### src/rtl/vga_fb_arbiter.sv
// -----------------------------------------------------------------------------
// vga_fb_arbiter
//   Owns the single-port pixel framebuffer RAM and shares it between VGA
//   scan-out (absolute priority), a built-in full-buffer clear sequencer and a
//   drawing-engine write port. Also produces the colour output for the DAC.
//
// Ports
//   clk, rst        pixel clock, synchronous active-high reset
//   blanking, x, y  raster position from VGA_Driver (blanking=1 outside active)
//   wr_valid/ready  drawing-engine write handshake (wr_ready is combinational)
//   wr_addr/data    linear framebuffer address and pixel
//   clear_req       one-cycle pulse starting a clear with clear_color
//   clear_busy      clear in progress
//   mem_*           single-port RAM interface; mem_rdata has 1-cycle latency
//   rgb             pixel to the DAC, one clock behind x/y/blanking
// -----------------------------------------------------------------------------
module vga_fb_arbiter #(
  parameter int FB_W        = 160,
  parameter int FB_H        = 120,
  parameter int SCALE_SHIFT = 2,
  parameter int ADDR_W      = 15,
  parameter int PIX_W       = 12
) (
  input  logic              clk,
  input  logic              rst,
  input  logic              blanking,
  input  logic [9:0]        x,
  input  logic [8:0]        y,
  input  logic              wr_valid,
  output logic              wr_ready,
  input  logic [ADDR_W-1:0] wr_addr,
  input  logic [PIX_W-1:0]  wr_data,
  input  logic              clear_req,
  input  logic [PIX_W-1:0]  clear_color,
  output logic              clear_busy,
  output logic              mem_en,
  output logic              mem_we,
  output logic [ADDR_W-1:0] mem_addr,
  output logic [PIX_W-1:0]  mem_wdata,
  input  logic [PIX_W-1:0]  mem_rdata,
  output logic [PIX_W-1:0]  rgb
);

  localparam int                FB_N    = FB_W * FB_H;
  localparam logic [ADDR_W-1:0] FB_LAST = ADDR_W'(FB_N - 1);

  typedef enum logic {IDLE, CLEAR} state_e;

  state_e            state_q, state_d;
  logic [ADDR_W-1:0] clr_cnt_q, clr_cnt_d;
  logic [PIX_W-1:0]  clr_color_q, clr_color_d;
  logic              blank_q, scan_rd_q;
  logic [PIX_W-1:0]  held_q;

  logic              scan_need;
  logic [9:0]        fb_x;
  logic [8:0]        fb_y;
  logic [ADDR_W-1:0] scan_addr;

  // One RAM read per group of 2^SCALE_SHIFT screen columns; the pixel is then
  // held for the rest of the group.
  assign scan_need = ~blanking & (x[SCALE_SHIFT-1:0] == '0);
  assign fb_x      = x >> SCALE_SHIFT;
  assign fb_y      = y >> SCALE_SHIFT;
  assign scan_addr = ADDR_W'(int'(fb_y) * FB_W + int'(fb_x));

  // Slot arbitration and clear sequencing.
  always_comb begin
    state_d     = state_q;
    clr_cnt_d   = clr_cnt_q;
    clr_color_d = clr_color_q;
    mem_en      = 1'b0;
    mem_we      = 1'b0;
    mem_addr    = '0;
    mem_wdata   = '0;
    wr_ready    = 1'b0;

    if (scan_need) begin
      mem_en   = 1'b1;
      mem_addr = scan_addr;
    end else if (state_q == CLEAR) begin
      mem_en    = 1'b1;
      mem_we    = 1'b1;
      mem_addr  = clr_cnt_q;
      mem_wdata = clr_color_q;
      // Counter only advances on slots the clear actually owns.
      if (clr_cnt_q == FB_LAST) begin
        state_d   = IDLE;
        clr_cnt_d = '0;
      end else begin
        clr_cnt_d = clr_cnt_q + 1'b1;
      end
    end else if (wr_valid) begin
      // Out-of-range writes are acknowledged but dropped.
      wr_ready  = 1'b1;
      mem_en    = 1'b1;
      mem_we    = (wr_addr <= FB_LAST);
      mem_addr  = wr_addr;
      mem_wdata = wr_data;
    end

    // A request while already clearing is ignored.
    if (state_q == IDLE && clear_req) begin
      state_d     = CLEAR;
      clr_cnt_d   = '0;
      clr_color_d = clear_color;
    end

    if (rst) begin
      mem_en   = 1'b0;
      mem_we   = 1'b0;
      wr_ready = 1'b0;
    end
  end

  always_ff @(posedge clk) begin
    if (rst) begin
      state_q     <= IDLE;
      clr_cnt_q   <= '0;
      clr_color_q <= '0;
      blank_q     <= 1'b1;
      scan_rd_q   <= 1'b0;
      held_q      <= '0;
    end else begin
      state_q     <= state_d;
      clr_cnt_q   <= clr_cnt_d;
      clr_color_q <= clr_color_d;
      blank_q     <= blanking;
      scan_rd_q   <= scan_need;
      if (scan_rd_q) held_q <= mem_rdata;
    end
  end

  assign clear_busy = (state_q == CLEAR);

  // mem_rdata is only valid the cycle after a scan read; otherwise replay the
  // held pixel.
  assign rgb = blank_q ? '0 : (scan_rd_q ? mem_rdata : held_q);

endmodule

### config.mk
export PLATFORM = sky130hd
export DESIGN_NAME = vga_fb_arbiter
export DESIGN_NICKNAME = d
export VERILOG_FILES = /design/src/rtl/vga_fb_arbiter.sv
export SDC_FILE = /design/constraint.sdc
export NUM_CORES = 1
export LEC_CHECK = 0
export ABC_AREA = 1
export CORE_MARGIN = 2
export CORE_UTILIZATION = 35
export CTS_CLUSTER_DIAMETER = 30
export CTS_CLUSTER_SIZE = 8
export DETAILED_ROUTE_END_ITERATION = 8
export PLACE_DENSITY = 0.67
export RECOVER_POWER = 100
export SYNTH_ARGS = -nofsm -noshare
export SYNTH_HDL_FRONTEND = slang
export SYNTH_SLANG_ARGS = --single-unit
export TNS_END_PERCENT = 5
### constraint.sdc
create_clock -name clk -period 4.5 [get_ports clk]
set_input_delay 0.9 -clock clk [delete_from_list [all_inputs] [get_ports clk]]
set_output_delay 0.9 -clock clk [all_outputs]
set_load 0.03 [all_outputs]
# --- Yosys cells after proc, flatten, opt, wreduce, memory -nomap -nowiden ---
# Index checks and enable logic that the tools add are counted.
op_classes:
  n_eq_ne: 2
  shift: 0
  n_mux: 24
  n_reduce_logical: 4
  addsub: 2
  multipliers: 1
  n_lt_le_gt_ge: 1
  n_bitwise: 4
  div_mod_pow: 0
op_table:
  columns: ["op", "count"]
  rows:
  - ["$mux W12", 5]
  - ["$mux W15", 4]
  - ["$add A15 B1 Y15 const B", 1]
  - ["$add A15 B8 Y15", 1]
  - ["$eq A15 B15 Y1 const B", 1]
  - ["$le A15 B15 Y1 const B", 1]
  - ["$mux W1", 15]
  - ["$mul A7 B3 Y10 const B", 1]
  - ["$not A1 Y1", 3]
  - ["$logic_not A2 Y1", 1]
  - ["$ne A2 B1 Y1 const B", 1]
  - ["$reduce_and A2 Y1", 1]
  - ["$reduce_or A2 Y1", 1]
  - ["$and A1 B1 Y1", 1]
  - ["$logic_and A1 B1 Y1", 1]
totals:
  mem_bits_rw: 0
  input_bits: 75
  latch_bits: 0
  memories: 0
  romBits: 0
  wordCells: 44
  output_inout_bits: 43
  regBits: 42

# --- Depth between registers and ports, before layout ---
# Gate-level depths: netlist of the first run.
logic_depth:
  ltp_word: 5
  mapped_depth: 14
  ltp_nobuf: 14

# --- Least setup slack after synthesis of the first run ---
# Ideal clock, no wire load.
synth_timing:
  kind: "input -> output"
  from: "in y[3]"
  to: "out mem_addr[11]"
  required_time_ns: 3.600
  arrival_ns: 3.007
  path_slack_ns: 0.593
  n_path_buf: 0
  cell_stages: 9
  path_cell_list: "ha_1 ha_1 inv_1 fa_1 nor2_1 nand3_1 nor2_1 nor2_1 o21ai_0"
synth_via:
  elab_chain_len: 3
synth_rtl:
  columns: ["item", "line_no", "rtl"]
  rows:
  - ["start, declared", "28", "input logic [8:0] y,"]
  - ["$mul A7 B3 Y10", "65", "assign scan_addr = ADDR_W'(int'(fb_y) * FB_W + int'(fb_x));"]
  - ["$add A15 B8 Y15", "65", null]
  - ["$mux W15", "78", "if (scan_need) begin"]
  - ["end, declared", "38", "output logic [ADDR_W-1:0] mem_addr,"]
# Every way passes these cells.

# --- Final worst setup path of the first run ---
layout_timing:
  from: "in y[5]"
  to: "out mem_addr[9]"
# The elaborated chain is that of the path after synthesis.

==> results of run 1 <==
-- cell type report --
type                            count  share of cell area
Tap cell                          105             0.03099
Clock inverter                      3             0.01033
Inverter                           52             0.04604
Multi-Input combinational cell    313              0.4100
Timing Repair Buffer              128              0.2881
Sequential cell                    42              0.1983
Clock buffer                        5             0.01623
-- per-layer routing --
metal  GRT usage  wire length (um)  vias to the layer above
met1      0.2483              3854                     1489
met5           0                 0                        -
li1            -                 -                     1641
met2      0.3546              4477                       82
met3     0.01995               352                       13
met4     0.06039               146                        0
-- synthesized netlist by cell type (8+ instances only) --
cell type   n
inv_1      49
nand3_1    26
a21oi_1    14
clkbuf_1    8
nor2_1     80
buf_2       8
o21ai_0    22
nand4_1     8
nand2_1    78
a32oi_1    16
dfxtp_1    42
ha_1       14
mux2i_1    12
-- worst reg2reg max path, stage by stage, from the launching register on --
cell and delay [ns]:
dfxtp_1 0.70, inv_1 0.21, nor2_1 0.72, clkbuf_1 0.38
nand2_1 0.14, nor2_1 0.17, a21oi_1 0.17, nand2_1 0.11
nor2_1 0.04
-- where the power goes --
group,leakage (nW),switching (W),total (W),internal [W]
clock network,0.0585,0.000139,0.000305,0.000166
registers,0.342,0.0000123,0.000396,0.000384
logic,1.44,0.000171,0.000319,0.000148
-- logic make-up after synthesis --
group / share of synthesized area
flops: 0.2915
mux: 0.04165
simple gates: 0.3163
xor+xnor: 0.02126
fa+ha+maj: 0.07462
buf+inv: 0.09978
compound gates: 0.1549
-- state kept, by name, summed over array words and instances (netlist names) --
signal and count:
blank_q 1, clr_color_q 12, held_q 12, scan_rd_q 1
clr_cnt_q 15, clear_busy 1
-- worst min path at each step --
stage | from | end | slack (ns)
after floorplan | held_q[0] | held_q[0] | 0.46
after global placement | held_q[4] | held_q[4] | 0.47
after detailed placement | held_q[10] | held_q[10] | 0.48
after CTS | held_q[10] | held_q[10] | 0.50
after global routing | held_q[10] | held_q[10] | 0.53
final | held_q[10] | held_q[10] | 0.49
-- stage by stage --
step,power [W],utilization,cells,hold WS [ns],setup slack [ns]
global placement,0.0007272,0.5142,640,0.4686,-0.1120
CTS,0.001039,0.5280,648,0.4991,0.07599
detailed placement,0.0007321,0.5142,640,0.4786,-0.1368
finish,0.001021,0.5238,648,0.4918,0.09482
global route,0.001079,0.5238,648,0.5253,0.005256
floorplan,0.0005787,-,425,0.4557,0.5933
-- what timing repair did --
| action | CTS | global route |
|---|---|---|
| endpoints found under the hold margin | 0 | 0 |
| gates resized for setup | 1 | 5 |
| setup endpoints to repair | 1 | 2 |
| pin swaps | 0 | 1 |
==> metrics.log, run 1 <==
[metrics] outcome: completed
[metrics] Tmin final: 4.405 ns
[metrics] antenna diode count: 0
[metrics] Critical Path Start: y[5]
[metrics] summed instance area of the synthesized netlist: just under 3000 um^2
[metrics] worst setup slack for register-to-register paths: 1.77 ns
[metrics] post-DR wirelength/cell: roughly 14 um
[metrics] sequential element share of the synthesized area: 0.2915
[metrics] Core Box Area: ~8000 um^2
[metrics] most used flip-flop cell after synthesis: dfxtp_1
[metrics] Worst Tran Pin Value: 0.8653 ns
[metrics] wire length of the first global-routing pass: 14.28 mm
[metrics] most area-consuming cells after synthesis: dfxtp_1 (29%), nor2_1 (10%), nand2_1 (10%)
[metrics] Clock Latency Late Sink: 0.30 ns
[metrics] number of cell rows: 33
[metrics] cell type with the highest aggregate area in the netlist: dfxtp_1
[metrics] DIE WIDTH: between 90 and 100 um
[metrics] setup violation total in the final timing report: 0
[metrics] placement-stage cell area: roughly 4200 um^2
[metrics] hold crit path type: reg2reg
[metrics] relative max-transition margin: 0.4210
[metrics] Buf/Inv on CP: 4
[metrics] async set-reset flop share out of synthesis: 0
[metrics] clock buffer count from CTS: 5
[metrics] DRT Pass-1 Iters: 4
[metrics] setup repair after global routing missed its margin: no
[metrics] final hold violation count: 0
[metrics] endpoint of the worst register-to-register path: clr_cnt_q[14]
[metrics] # clock sinks: 42
[metrics] clock slew at the register clock pins of the worst setup and hold paths: about 0.08 ns
[metrics] critical path endpoint: mem_addr[9]
[metrics] Final Max Tran Viols: 0
[metrics] Initial Utilization: 0.3564
[metrics] area delta synth->final: 46.98%
[metrics] Register-to-Register Path Depth: 8
[metrics] buffer cell driving the clock tree root: clkbuf_8
[metrics] number of H-tree branching levels: 2
[metrics] drt initial violations: about 190
[metrics] total I/O pin count: about 120
[metrics] most common cell after layout, fill and taps aside: clkdlybuf4s50_1
[metrics] DP HPWL: 6.954 mm
[metrics] number of cells traversed by the worst hold path: 2
[metrics] MaxCap Viol Count: 0
[metrics] maximum number of pins on one net before global-route repair: 28
[metrics] post-route setup TNS: 0 ns
[metrics] synth warn: 0
[metrics] area of the multi-input gates: between 1500 and 2000 um^2
[metrics] post-detailed-route DRC marker count: 0
[metrics] Longest Clk Path Bufs: 2
[metrics] cell with the largest stage delay on the worst path: clkdlybuf4s50_1
[metrics] largest fanout of any net on the critical path: 2
[metrics] Final period util: 0.9789
[metrics] critical path depth in cells: 9
[metrics] total routing usage reported by global routing: 0.1976
[metrics] Synth Instances: between 400 and 500
[metrics] Layout Nets: 633
[metrics] TritonCTS clock tree: yes
[metrics] Yosys top cell area share: 0.2915
[metrics] maximum clock frequency: approximately 230 MHz
[metrics] last weighted congestion value of the routability-driven placer: 0.9363
[metrics] register bit total from synthesis: 42
[metrics] final wirelength: slightly below 9 mm
[metrics] number of antenna violations at the first check in global routing: 0
[metrics] number of post-CTS setup repair buffers: 0
[metrics] static leakage: approximately 1.8 nW
[metrics] hold bufs inserted after CTS: 0
[metrics] area taken by flip-flops and latches: around 840 um^2
[metrics] area of the die: between 8000 and 9000 um^2
[metrics] vias in the first global route: around 3,000
[metrics] worst supply voltage drop on vdd: between 100 and 150 uV
[metrics] cell family contributing the most delay on the critical path: buffers and inverters
[metrics] Post-DRT Antenna Nets: 0
[metrics] layout cells sized above 1: 0.06814
[metrics] Critical Path Max Stage Delay: between 0.7 and 0.8 ns
[metrics] power density relative to cell area: 240.9 nW/um^2
[metrics] reg-to-reg critical path startpoint: clear_busy
[metrics] Post-Route Skew: between 0.003 and 0.004 ns
[metrics] number of enable-type register cells in the synthesized netlist: 0
[metrics] total of buffers placed on input and output ports: 115
[metrics] critical path arrival: 3.51 ns
[metrics] CP cell instances: clkdlybuf4s50_1, ha_1, ha_1, inv_1, fa_1, buf_4, xor2_1, o211ai_1, clkdlybuf4s50_1
[metrics] total vias in the final route: about 3,200
[metrics] number of distinct library cells after synthesis: 34
[metrics] syn nets: 516
[metrics] filler instances: ~830
[metrics] startpoint class of the critical path: primary input
[metrics] Post-Synthesis Mean Instance Area: between 6 and 7 um^2
[metrics] total congestion overflow after global routing: 0
[metrics] Worst Setup End Kind: output port
[metrics] post-layout instance area: 4239 um^2
[metrics] Required @ worst endpoint: 3.60 ns
[metrics] commonest cells after routing, fill and taps aside: clkdlybuf4s50_1 (83), nor2_1 (79), nand2_1 (78)
[metrics] Worst Setup Path Type: in2out
[metrics] Vert. Die Dim: between 90 and 100 um
[metrics] Vias per Instance: between 4 and 5
Note: power is estimated with default switching activity, not from simulation.
==> run 2: changes to the inputs <==
- CORE_ASPECT_RATIO: not set -> 0.9
- SKIP_CTS_REPAIR_TIMING: not set -> 1
==> metrics.log, run 2 (synthesized netlist as in run 1, its figures left out) <==
[metrics] Worst Setup Path Type: in2out
[metrics] drt initial violations: 109 (-43%)
[metrics] number of cell rows: 31 (-6.1%)
[metrics] post-layout instance area: 4209 um^2 (-0.71%)
[metrics] Vias per Instance: 4.927 (-1.0%)
[metrics] power density relative to cell area: 229.0 nW/um^2 (-4.9%)
[metrics] MaxCap Viol Count: 0 (unchanged)
[metrics] Post-Route Skew: 0.01321 ns (+0.009854 ns)
[metrics] vias in the first global route: 3,009 (-1.4%)
[metrics] area delta synth->final: 45.94%
[metrics] worst supply voltage drop on vdd: 146.9 uV (+35%)
[metrics] routed wire length on met2: 3.763 mm (-16%)
[metrics] largest fanout of any net on the critical path: 5 (+3)
[metrics] Longest Clk Path Bufs: 2 (unchanged)
[metrics] antenna diode count: 0 (unchanged)
[metrics] placement-stage cell area: 4139 um^2 (-0.54%)
[metrics] register bank with the most flops: clr_cnt_q
[metrics] number of H-tree branching levels: 2 (unchanged)
[metrics] TritonCTS clock tree: yes
[metrics] detailed-routed wire length on met3: 674 um (+91%)
[metrics] hold crit path type: reg2reg
[metrics] post-DR wirelength/cell: 13.18 um (-3.3%)
[metrics] number of antenna violations at the first check in global routing: 0 (unchanged)
[metrics] maximum clock frequency: 230.7 MHz (+1.6%)
[metrics] last weighted congestion value of the routability-driven placer: 0.9190 (-1.8%)
[metrics] Largest register FFs: 15 (unchanged)
[metrics] layout cells sized above 1: 0.06654 (-0.001597)
[metrics] clock buffer count from CTS: 5 (unchanged)
[metrics] outcome: completed
[metrics] Vert. Die Dim: 90.12 um (-4.9%)
[metrics] Clock Latency Late Sink: 0.31 ns (about the same)
[metrics] Worst Tran Pin Value: 0.8297 ns (-0.03558 ns)
[metrics] clock slew at the register clock pins of the worst setup and hold paths: 0.08 ns (about the same)
[metrics] Layout Nets: 631 (-0.32%)
[metrics] Required @ worst endpoint: 3.60 ns (about the same)
[metrics] startpoint class of the critical path: primary input
[metrics] total routed wire length on the met1 layer: 3.936 mm (+2.1%)
[metrics] maximum number of pins on one net before global-route repair: 28 (unchanged)
[metrics] # clock sinks: 42 (unchanged)
[metrics] Tmin final: 4.334 ns (-0.07115 ns)
[metrics] total congestion overflow after global routing: 0 (unchanged)
[metrics] post-detailed-route DRC marker count: 0 (unchanged)
[metrics] critical path arrival: 3.43 ns (-0.08 ns)
[metrics] relative max-transition margin: 0.4469 (+0.02585)
[metrics] DIE WIDTH: 99.69 um (+5.2%)
[metrics] buffer cell driving the clock tree root: clkbuf_8
[metrics] total of buffers placed on input and output ports: 115 (unchanged)
[metrics] number of cells in the finished layout apart from fillers: 640 (-1.2%)
[metrics] Final period util: 0.9631 (-0.01581)
[metrics] Initial Utilization: 0.3592 (+0.002832)
[metrics] wire length of the first global-routing pass: 14.26 mm (about the same)
[metrics] placed cells: 632 (-1.3%)
[metrics] hold slack: 0.4940 ns (+0.002248 ns)
[metrics] total vias in the final route: 3,153 (-2.2%)
[metrics] Core Box Area: 8029 um^2 (-0.79%)
[metrics] area of the die: 8983 um^2 (about the same)
[metrics] final wirelength: 8.435 mm (-4.5%)
[metrics] setup repair after global routing missed its margin: yes
[metrics] total I/O pin count: 118 (unchanged)
[metrics] Post-DRT Antenna Nets: 0 (unchanged)
[metrics] Worst Setup End Kind: output port
[metrics] total routing usage reported by global routing: 0.1925 (-0.005111)
[metrics] Final Max Tran Viols: 0 (unchanged)
[metrics] top layer reached by signal wires: met4
[metrics] final hold violation count: 0 (unchanged)
[metrics] post-layout util: 0.5242 (about the same)
[metrics] DRT Pass-1 Iters: 4 (unchanged)
[metrics] final worst setup slack: 0.1660 ns (+0.07115 ns)
[metrics] dpl ws: -0.1472 ns (-0.01044 ns)
[metrics] setup violation total in the final timing report: 0 (unchanged)
[metrics] DP HPWL: 6.634 mm (-4.6%)
[metrics] biggest registers after layout: clr_cnt_q: 15 flops, clr_color_q: 12 flops, held_q: 12 flops
[metrics] commonest cells after routing, fill and taps aside: nand2_1 (78), nor2_1 (78), clkdlybuf4s50_1 (73)
[metrics] static leakage: 1.848 nW (+0.50%)
## run 2: cell types whose count changed in the layout (fill, tap and decap cells not counted), moves of 2 or more
cell,before,now
clkinvlp_4,0,2
dlygate4sd3_1,27,35
clkdlybuf4s50_1,83,73
clkbuf_2,3,1
clkbuf_1,3,5
## run 2: path summary, 6_finish.rpt
path	start	endpoint	slack (ns)	depth (start not counted)
min reg2reg	held_q[5]	held_q[5]	0.49	2
min	held_q[5]	held_q[5]	0.49	2
max	y[2]	mem_addr[8]	0.17	9
max reg2reg	clear_busy	clr_cnt_q[8]	2.03	8
## run 2: area by class of cell
type                    instances  area [um^2]
repair buffers                126         1200
clock buffers                   5        68.82
inverters                      52        195.2
fillers                       780         3820
clock inverters                 3        23.77
flip-flops and latches         42        840.8
multi-input cells             313         1757
well taps                      99        123.9
## run 2: critical path, cell delays in order
cell and delay [ns]:
clkdlybuf4s50_1 0.44, ha_1 0.32, ha_1 0.34, nand2_1 0.07
nor2_1 0.15, nor2_1 0.10, xor2_1 0.15, o211ai_1 0.18
dlygate4sd3_1 0.78
## run 2: metal layers
metal | global-route usage | vias up
met5 | 0 | -
met4 | 0.03767 | 0
met3 | 0.06143 | 8
met2 | 0.2984 | 98
met1 | 0.2635 | 1409
li1 | - | 1638
## run 2: through the flow
step                      total power, W  TNS (ns)
after floorplan                0.0005787         0
after global placement         0.0007253   -0.1604
after detailed placement       0.0007284   -0.1472
after CTS                      0.0009836   -0.1695
after global routing            0.001026  -0.04538
final                          0.0009639         0
## run 2: power by group
group	internal [W]	total (W)	switching, W
registers	0.000384	0.000396	0.0000122
logic	0.000144	0.000314	0.000170
clock network	0.000111	0.000254	0.000143
total	0.000639	0.000964	0.000325
==> run 3: changes to the inputs <==
- SKIP_LAST_GASP: not set -> 1
==> metrics.log, run 3 (synthesized netlist as in run 1, its figures left out) <==
[metrics] maximum clock frequency: 225.2 MHz (-2.4%)
[metrics] Core Box Area: 8029 um^2 (unchanged)
[metrics] area of the die: 8983 um^2 (unchanged)
[metrics] worst supply voltage drop on vdd: 146.9 uV (about the same)
[metrics] antenna diode count: 0 (unchanged)
[metrics] total of buffers placed on input and output ports: 115 (unchanged)
[metrics] maximum number of pins on one net before global-route repair: 28 (unchanged)
[metrics] outcome: completed
[metrics] hold crit path type: reg2reg
[metrics] placement-stage cell area: 4139 um^2 (unchanged)
[metrics] DP HPWL: 6.634 mm (unchanged)
[metrics] number of cells traversed by the worst hold path: 2 (unchanged)
[metrics] Initial Utilization: 0.3592 (unchanged)
[metrics] biggest registers after layout: clr_cnt_q: 15 flops, clr_color_q: 12 flops, held_q: 12 flops
[metrics] cell with the largest stage delay on the worst path: clkdlybuf4s50_1
[metrics] wire length of the first global-routing pass: 14.26 mm (unchanged)
[metrics] setup repair after global routing missed its margin: yes
[metrics] MaxCap Viol Count: 0 (unchanged)
[metrics] DIE WIDTH: 99.69 um (unchanged)
[metrics] Clock Latency Late Sink: 0.30 ns (about the same)
[metrics] number of cell rows: 31 (unchanged)
[metrics] area delta synth->final: 45.99% (about the same)
[metrics] Post-Route Skew: 0.01311 ns (-0.00009540 ns)
[metrics] commonest cells after routing, fill and taps aside: nor2_1 (80), nand2_1 (78), clkdlybuf4s50_1 (74)
[metrics] Longest Clk Path Bufs: 2 (unchanged)
[metrics] post-detailed-route DRC marker count: 0 (unchanged)
[metrics] static leakage: 1.850 nW (+0.10%)
[metrics] CP cell instances: clkdlybuf4s50_1, ha_1, ha_1, inv_1, fa_1, buf_4, xor2_1, o211ai_1, clkdlybuf4s50_1
[metrics] most common cell after layout, fill and taps aside: nor2_1
[metrics] Worst Setup End Kind: output port
[metrics] final wirelength: 8.429 mm (about the same)
[metrics] endpoint of the worst register-to-register path: clr_cnt_q[8]
[metrics] Final Max Tran Viols: 0 (unchanged)
[metrics] critical path endpoint: mem_addr[9]
[metrics] # clock sinks: 42 (unchanged)
[metrics] Vert. Die Dim: 90.12 um (unchanged)
[metrics] Final period util: 0.9869 (+0.02381)
[metrics] filler instances: 780 (unchanged)
[metrics] Critical Path Max Stage Delay: 0.72 ns (-0.06 ns)
[metrics] critical path arrival: 3.54 ns (+0.11 ns)
[metrics] power density relative to cell area: 228.7 nW/um^2 (-0.14%)
[metrics] Critical Path Start: y[5]
[metrics] Register-to-Register Path Depth: 8 (unchanged)
[metrics] Worst Setup Path Type: in2out
[metrics] hold slack: 0.4940 ns (-0.00003300 ns)
[metrics] register bank with the most flops: clr_cnt_q
[metrics] startpoint class of the critical path: primary input
[metrics] buffer cell driving the clock tree root: clkbuf_8
[metrics] Tmin final: 4.441 ns (+0.1072 ns)
[metrics] number of H-tree branching levels: 2 (unchanged)
[metrics] setup violation total in the final timing report: 0 (unchanged)
[metrics] Vias per Instance: 4.906 (-0.41%)
[metrics] total I/O pin count: 118 (unchanged)
[metrics] last weighted congestion value of the routability-driven placer: 0.9190 (unchanged)
[metrics] clock buffer count from CTS: 5 (unchanged)
[metrics] layout cells sized above 1: 0.06285 (-0.003697)
[metrics] Post-DRT Antenna Nets: 0 (unchanged)
[metrics] area taken by flip-flops and latches: 840.8 um^2 (unchanged)
[metrics] Required @ worst endpoint: 3.60 ns (about the same)
[metrics] total vias in the final route: 3,140 (-0.41%)
[metrics] total routing usage reported by global routing: 0.1925 (unchanged)
[metrics] final hold violation count: 0 (unchanged)
[metrics] number of antenna violations at the first check in global routing: 0 (unchanged)
[metrics] Worst Tran Pin Value: 0.8297 ns (unchanged)
[metrics] Layout Nets: 631 (unchanged)
[metrics] largest fanout of any net on the critical path: 2 (-3)
[metrics] area of the multi-input gates: 1752 um^2 (-0.28%)
[metrics] total congestion overflow after global routing: 0 (unchanged)
[metrics] post-layout instance area: 4210 um^2 (about the same)
[metrics] DRT Pass-1 Iters: 4 (unchanged)
[metrics] TritonCTS clock tree: yes
[metrics] post-DR wirelength/cell: 13.17 um (about the same)
[metrics] reg-to-reg critical path startpoint: clear_busy
[metrics] vias in the first global route: 3,009 (unchanged)
[metrics] relative max-transition margin: 0.4469 (unchanged)
[metrics] Largest register FFs: 15 (unchanged)
[metrics] drt initial violations: 102 (-6.4%)
[metrics] worst setup slack for register-to-register paths: 2.03 ns (about the same)
[metrics] clock slew at the register clock pins of the worst setup and hold paths: 0.08 ns (about the same)
==> run 3: power by group <==
group / leakage (nW) / switching, W / internal (W) / total [W]
sequential: 0.342 / 0.0000123 / 0.000384 / 0.000397
clock: 0.0408 / 0.000142 / 0.000111 / 0.000253
combinational: 1.47 / 0.000169 / 0.000144 / 0.000313
==> run 3: cell type report <==
type                       count  share of cell area
sequential                    42              0.1997
clock buffer                   5             0.01634
clock inverter                 3            0.005646
timing repair buffer         126              0.2865
multi-input combinational    313              0.4160
tap                           99             0.02942
inverter                      52             0.04636
==> run 3: layer usage <==
| metal | up-vias | part of all wire | global-route usage | wire length (um) |
|---|---|---|---|---|
| li1 | 1639 | - | - | - |
| met1 | 1394 | 0.46 | 0.2635 | 3914 |
| met2 | 99 | 0.44 | 0.2984 | 3748 |
| met3 | 8 | 0.084 | 0.06143 | 704 |
| met4 | 0 | 0.0072 | 0.03767 | 61 |
| met5 | - | 0 | 0 | 0 |
==> run 3: how the worst min path moves through the flow <==
stage | slack (ns) | to | startpoint
after floorplan | 0.46 | held_q[0] | held_q[0]
after global placement | 0.47 | held_q[3] | held_q[3]
after detailed placement | 0.48 | held_q[5] | held_q[5]
after CTS | 0.50 | held_q[5] | held_q[5]
after global routing | 0.54 | held_q[8] | held_q[8]
final | 0.49 | held_q[5] | held_q[5]
==> run 3: critical path: cells and delay by family <==
| family | cells | cell delay, ns |
|---|---|---|
| buffers and inverters | 4 | 1.44 |
| AOI/OAI and AO/OA | 1 | 0.18 |
| adders and majority gates | 3 | 0.89 |
| xor gates and xnor gates | 1 | 0.15 |
==> run 3: through the flow <==
| stage | setup WS (ns) | util | cells | setup TNS [ns] | total power [W] |
|---|---|---|---|---|---|
| floorplan | 0.5933 | - | 425 | 0 | 0.0005787 |
| global placement | -0.1604 | 0.5155 | 632 | -0.1604 | 0.0007253 |
| detailed placement | -0.1472 | 0.5155 | 632 | -0.1472 | 0.0007284 |
| CTS | -0.1695 | 0.5270 | 640 | -0.1695 | 0.0009836 |
| global route | -0.1094 | 0.5244 | 640 | -0.1887 | 0.001025 |
| finish | 0.05881 | 0.5244 | 640 | 0 | 0.0009628 |
==> RTL change 1: new RTL, flow settings as in run 1 <==
One comparison of `clr_cnt_q` changes from == to >=.
--- a/src/rtl/vga_fb_arbiter.sv
+++ b/src/rtl/vga_fb_arbiter.sv
@@ -86,3 +86,3 @@
       // Counter only advances on slots the clear actually owns.
-      if (clr_cnt_q == FB_LAST) begin
+      if (clr_cnt_q >= FB_LAST) begin
         state_d   = IDLE;
Function: same outputs for any inputs over 10 cycles, from zero or initial values and one cycle with rst high; that may be too few to reach the edited logic, so the function may still have changed.
==> RTL change 1 against run 1 <==
Non-clock buffer count is 3 lower. Synthesized area fell by 1.5%. Critical endpoint is now mem_addr[14]. Register-to-register slack improved by 580 ps. Sequential cell count unchanged. Power fell by 1.4%. Utilization rose by 0.68 points. First-iteration DRC count down 40%. Routed wire length decreased by 0.42%. Design area shrank 2.3%. Combinational power down 3%. Setup slack gained 110 ps.
==> RTL change 1: results <==
timing:
  finalClockSkew_ps: 11.09
place:
  hpwl_mm: 7.087
  numPlacedInstances: 632
  placement.setup.worst_slack_ps: -137.7
  placedInstanceArea_um2: 4083
  finalWeightedCongestion: 0.8477
power:
  p_switching_uw: 318.1
  comb_power_uw: 310
  ir_drop_uv: 124.9
  leakage_power_summed_over_all_cells_uw: 0.001819
  power_density_nw_per_um2: 243.1
  seq_power_uw: 395
setup_path:
  rr_endpoint: "clr_cnt_q[10]$_SDFFE_PP0P_"
  r2r_slack_ps: 2350
  rr_worst_depth: 6
synth:
  ys_top_cells_by_area: "sky130_fd_sc_hd__dfxtp_1 30%, sky130_fd_sc_hd__nor2_1 11%, sky130_fd_sc_hd__nand2_1 10%, sky130_fd_sc_hd__ha_1 6.2%, sky130_fd_sc_hd__inv_1 6.1%"
  synth-xor-area-share: 0.02775
  yosysUniqueCellTypes: 35
  ys_seq_area_frac: 0.2960
  mappedNetlistNets: 513
  synthAdderAreaFrac: 0.07577
  synth_compound_gate_area_share: 0.1555
  synth.cells.most_frequent: "85 x sky130_fd_sc_hd__nor2_1, 78 x sky130_fd_sc_hd__nand2_1, 46 x sky130_fd_sc_hd__inv_1, 42 x sky130_fd_sc_hd__dfxtp_1, 26 x sky130_fd_sc_hd__o21ai_0"
  syn-mean-instance-area_um2: 6.730
  multiplexer_share_of_the_synthesized_area: 0.04229
drt:
  detail_route.iter0.violations: 114
  wire_per_inst_um: 13.72
  vias: 3169
  finalWirelength_mm: 8.794
grt:
  grt_pass1_vias: 2983
  grt_max_degree: 29
  track_usage: 0.1988
  number_of_antenna_violations_at_the_first_check_in_global_routing: 1
min_path:
  hp-start: "held_q[4]$_SDFF_PP0_"
  min_to: "held_q[4]$_SDFF_PP0_"
cells_and_area:
  filler_cell_count_in_the_final_layout: 790
  syn_to_final_growth_pct: 45.86
  drive_gt1_frac: 0.05948
status:
  run_status: "finished clean"
-- RTL change 1: layout make-up --
cell class                      count  share of cell area
Timing Repair Buffer              125              0.2797
Antenna cell                        1           0.0006040
Clock inverter                      2            0.009061
Inverter                           49             0.04500
Sequential cell                    42              0.2030
Tap cell                          102             0.03081
Clock buffer                        6             0.01752
Multi-Input combinational cell    314              0.4144
-- RTL change 1: repair_timing --
item,CTS,global route
setup buffers,0,0
hold endpoints to repair,0,0
setup endpoints to repair,1,1
gates resized for setup,1,2
gates cloned,0,0
-- RTL change 1: metal layers --
metal	up-vias	track usage	share of wire
met5	-	0	0
met4	0	0.04831	0.013
li1	1621	-	-
met2	88	0.3363	0.50
met3	9	0.04815	0.062
met1	1451	0.2539	0.43
-- RTL change 1: critical path, stage by stage --
cell	delay [ps]
sky130_fd_sc_hd__clkdlybuf4s50_1	430
sky130_fd_sc_hd__ha_1	300
sky130_fd_sc_hd__ha_1	210
sky130_fd_sc_hd__inv_1	70
sky130_fd_sc_hd__fa_1	430
sky130_fd_sc_hd__nor2_1	150
sky130_fd_sc_hd__nand3_1	110
sky130_fd_sc_hd__nor2_1	160
sky130_fd_sc_hd__nand2_1	90
sky130_fd_sc_hd__nor2_1	130
sky130_fd_sc_hd__nand2_1	60
sky130_fd_sc_hd__nand2_1	50
sky130_fd_sc_hd__nand2_1	50
sky130_fd_sc_hd__nand2_1	90
sky130_fd_sc_hd__buf_4	160
-- RTL change 1: worst max path at each step --
stage / to / slack (ps) / start
global route: mem_addr[14] / 7 / y[3]
CTS: mem_addr[12] / 100 / y[3]
detailed placement: mem_addr[12] / -140 / y[5]
finish: mem_addr[14] / 210 / y[3]
global placement: mem_addr[12] / -90 / y[3]
floorplan: mem_addr[11] / 590 / y[3]
==> RTL change 2: new RTL, config.mk and constraints of run 1 <==
Made on the original files. Set the parameter `SCALE_SHIFT` to 4 (it was 2). Comments in the files are not updated.
--- a/src/rtl/vga_fb_arbiter.sv
+++ b/src/rtl/vga_fb_arbiter.sv
@@ -19,3 +19,3 @@
   parameter int FB_H        = 120,
-  parameter int SCALE_SHIFT = 2,
+  parameter int SCALE_SHIFT = 4,
   parameter int ADDR_W      = 15,
Formal check against the unedited RTL: not equivalent (a bounded check fails within 4 cycles, from zero or initial values and one cycle with rst high).
==> RTL change 2 against run 1 <==
Routed wire length shrank 10%. Critical endpoint is now mem_addr[11]. Design area shrank 5.8%. Clock power grew 23%. Final cell count shrank 11%. Power shrank 0.23%. Synthesized area shrank 7.2%. Setup slack gained 220 ps. First-iteration DRC count shrank 54%. Sequential cell count is the same.
==> RTL change 2: results <==
drt:
  routed_via_density: 4.962
  detail_route.iter0.violations: 87
  vias: 2858
power:
  leakage_power_summed_over_all_cells_uw: 0.001661
place:
  numPlacedInstances: 568
  finalWeightedCongestion: 0.8629
  hpwl_mm: 6.207
  place.port_buffers: 113
cells_and_area:
  drive_gt1_frac: 0.08805
  filler_cell_count_in_the_final_layout: 689
  final_nets: 561
timing:
  worstMarginPinSlew_ps: 928.0
  finalClockSkew_ps: 9.819
synth:
  synthAdderAreaFrac: 0.04953
  synth-xor-area-share: 0.01308
  mappedNetlistNets: 454
  ys_seq_area_frac: 0.3140
  multiplexer_share_of_the_synthesized_area: 0.04486
  yosysUniqueCellTypes: 39
  synthCells: 369
  synth.cells.most_frequent: "69 x sky130_fd_sc_hd__nor2_1, 55 x sky130_fd_sc_hd__nand2_1, 42 x sky130_fd_sc_hd__dfxtp_1, 31 x sky130_fd_sc_hd__inv_1, 28 x sky130_fd_sc_hd__o21ai_0"
  synth_compound_gate_area_share: 0.1584
  ys_top_cells_by_area: "sky130_fd_sc_hd__dfxtp_1 31%, sky130_fd_sc_hd__nor2_1 9.7%, sky130_fd_sc_hd__nand2_1 7.7%, sky130_fd_sc_hd__a32oi_1 5.2%, sky130_fd_sc_hd__o21ai_0 5.2%"
min_path:
  min_to: "clr_color_q[10]$_SDFFE_PP0P_"
  hp-start: "clr_color_q[10]$_SDFFE_PP0P_"
status:
  run_status: "finished clean"
grt:
  grt_max_degree: 23
  wire_length_of_the_first_global_routing_pass_mm: 13.15
  track_usage: 0.1924
  grt_pass1_vias: 2793
setup_path:
  timing.critical_path.slowest_stage_cell: "sky130_fd_sc_hd__dlygate4sd3_1"
  r2r-start: "clear_busy$_SDFFE_PP0P_"
  cp_top_family: "adder cells"
  worst_setup_path_endpoint: "mem_addr[11]"
  r2r_slack_ps: 2000
  timing.critical_path.arrival_ps: 3290
  path_max_fanout: 3
  slowest_delay_ps: 580
cts:
  cts_resized: 0
==> RTL change 2: cell count changes in the layout (fill, tap and decap cells not counted), moves of 5 or more <==
cell / change
sky130_fd_sc_hd__nand2_1: -22
sky130_fd_sc_hd__inv_1: -18
sky130_fd_sc_hd__clkdlybuf4s50_1: -15
sky130_fd_sc_hd__dlygate4sd3_1: +14
sky130_fd_sc_hd__nor2_1: -9
sky130_fd_sc_hd__buf_4: -8
sky130_fd_sc_hd__a21oi_1: -6
sky130_fd_sc_hd__nand4_1: -6
sky130_fd_sc_hd__o21ai_0: +6
sky130_fd_sc_hd__ha_1: -5
sky130_fd_sc_hd__nand3_1: -5
sky130_fd_sc_hd__xor2_1: -5
==> RTL change 2: cell type report <==
type                            count  area [um^2]  share of cell area
Sequential cell                    42        840.8              0.2105
Inverter                           37        143.9             0.03603
Timing Repair Buffer              117         1165              0.2917
Multi-Input combinational cell    273         1578              0.3950
Clock inverter                      2        60.06             0.01504
Tap cell                           99        123.9             0.03102
Clock buffer                        6        82.58             0.02068
==> RTL change 2: per-stage QoR <==
stage	hold slack, ps	area, um^2	power, uW	util	setup slack (ps)
after floorplan	455.7	2678	535.3	-	1081
after global placement	464.7	3886	660.5	0.5301	123.6
after detailed placement	472.2	3886	662.7	0.5301	95.42
after CTS	492.6	4029	1036	0.5496	82.96
after global routing	516.3	3994	1057	0.5448	175.5
final	491.5	3994	1019	0.5448	310.0
==> RTL change 2: routing by layer <==
metal  vias up  track usage  part of all wire
met5         -            0                 0
met4         0      0.06439             0.023
met3        12      0.04813             0.072
met2       103       0.3315              0.47
met1      1294       0.2320              0.44
li1       1449            -                 -
==> RTL change 2: power breakdown <==
group | internal [uW] | switching, uW
clock network | 237 | 139
logic | 120 | 127
registers | 383 | 13.0
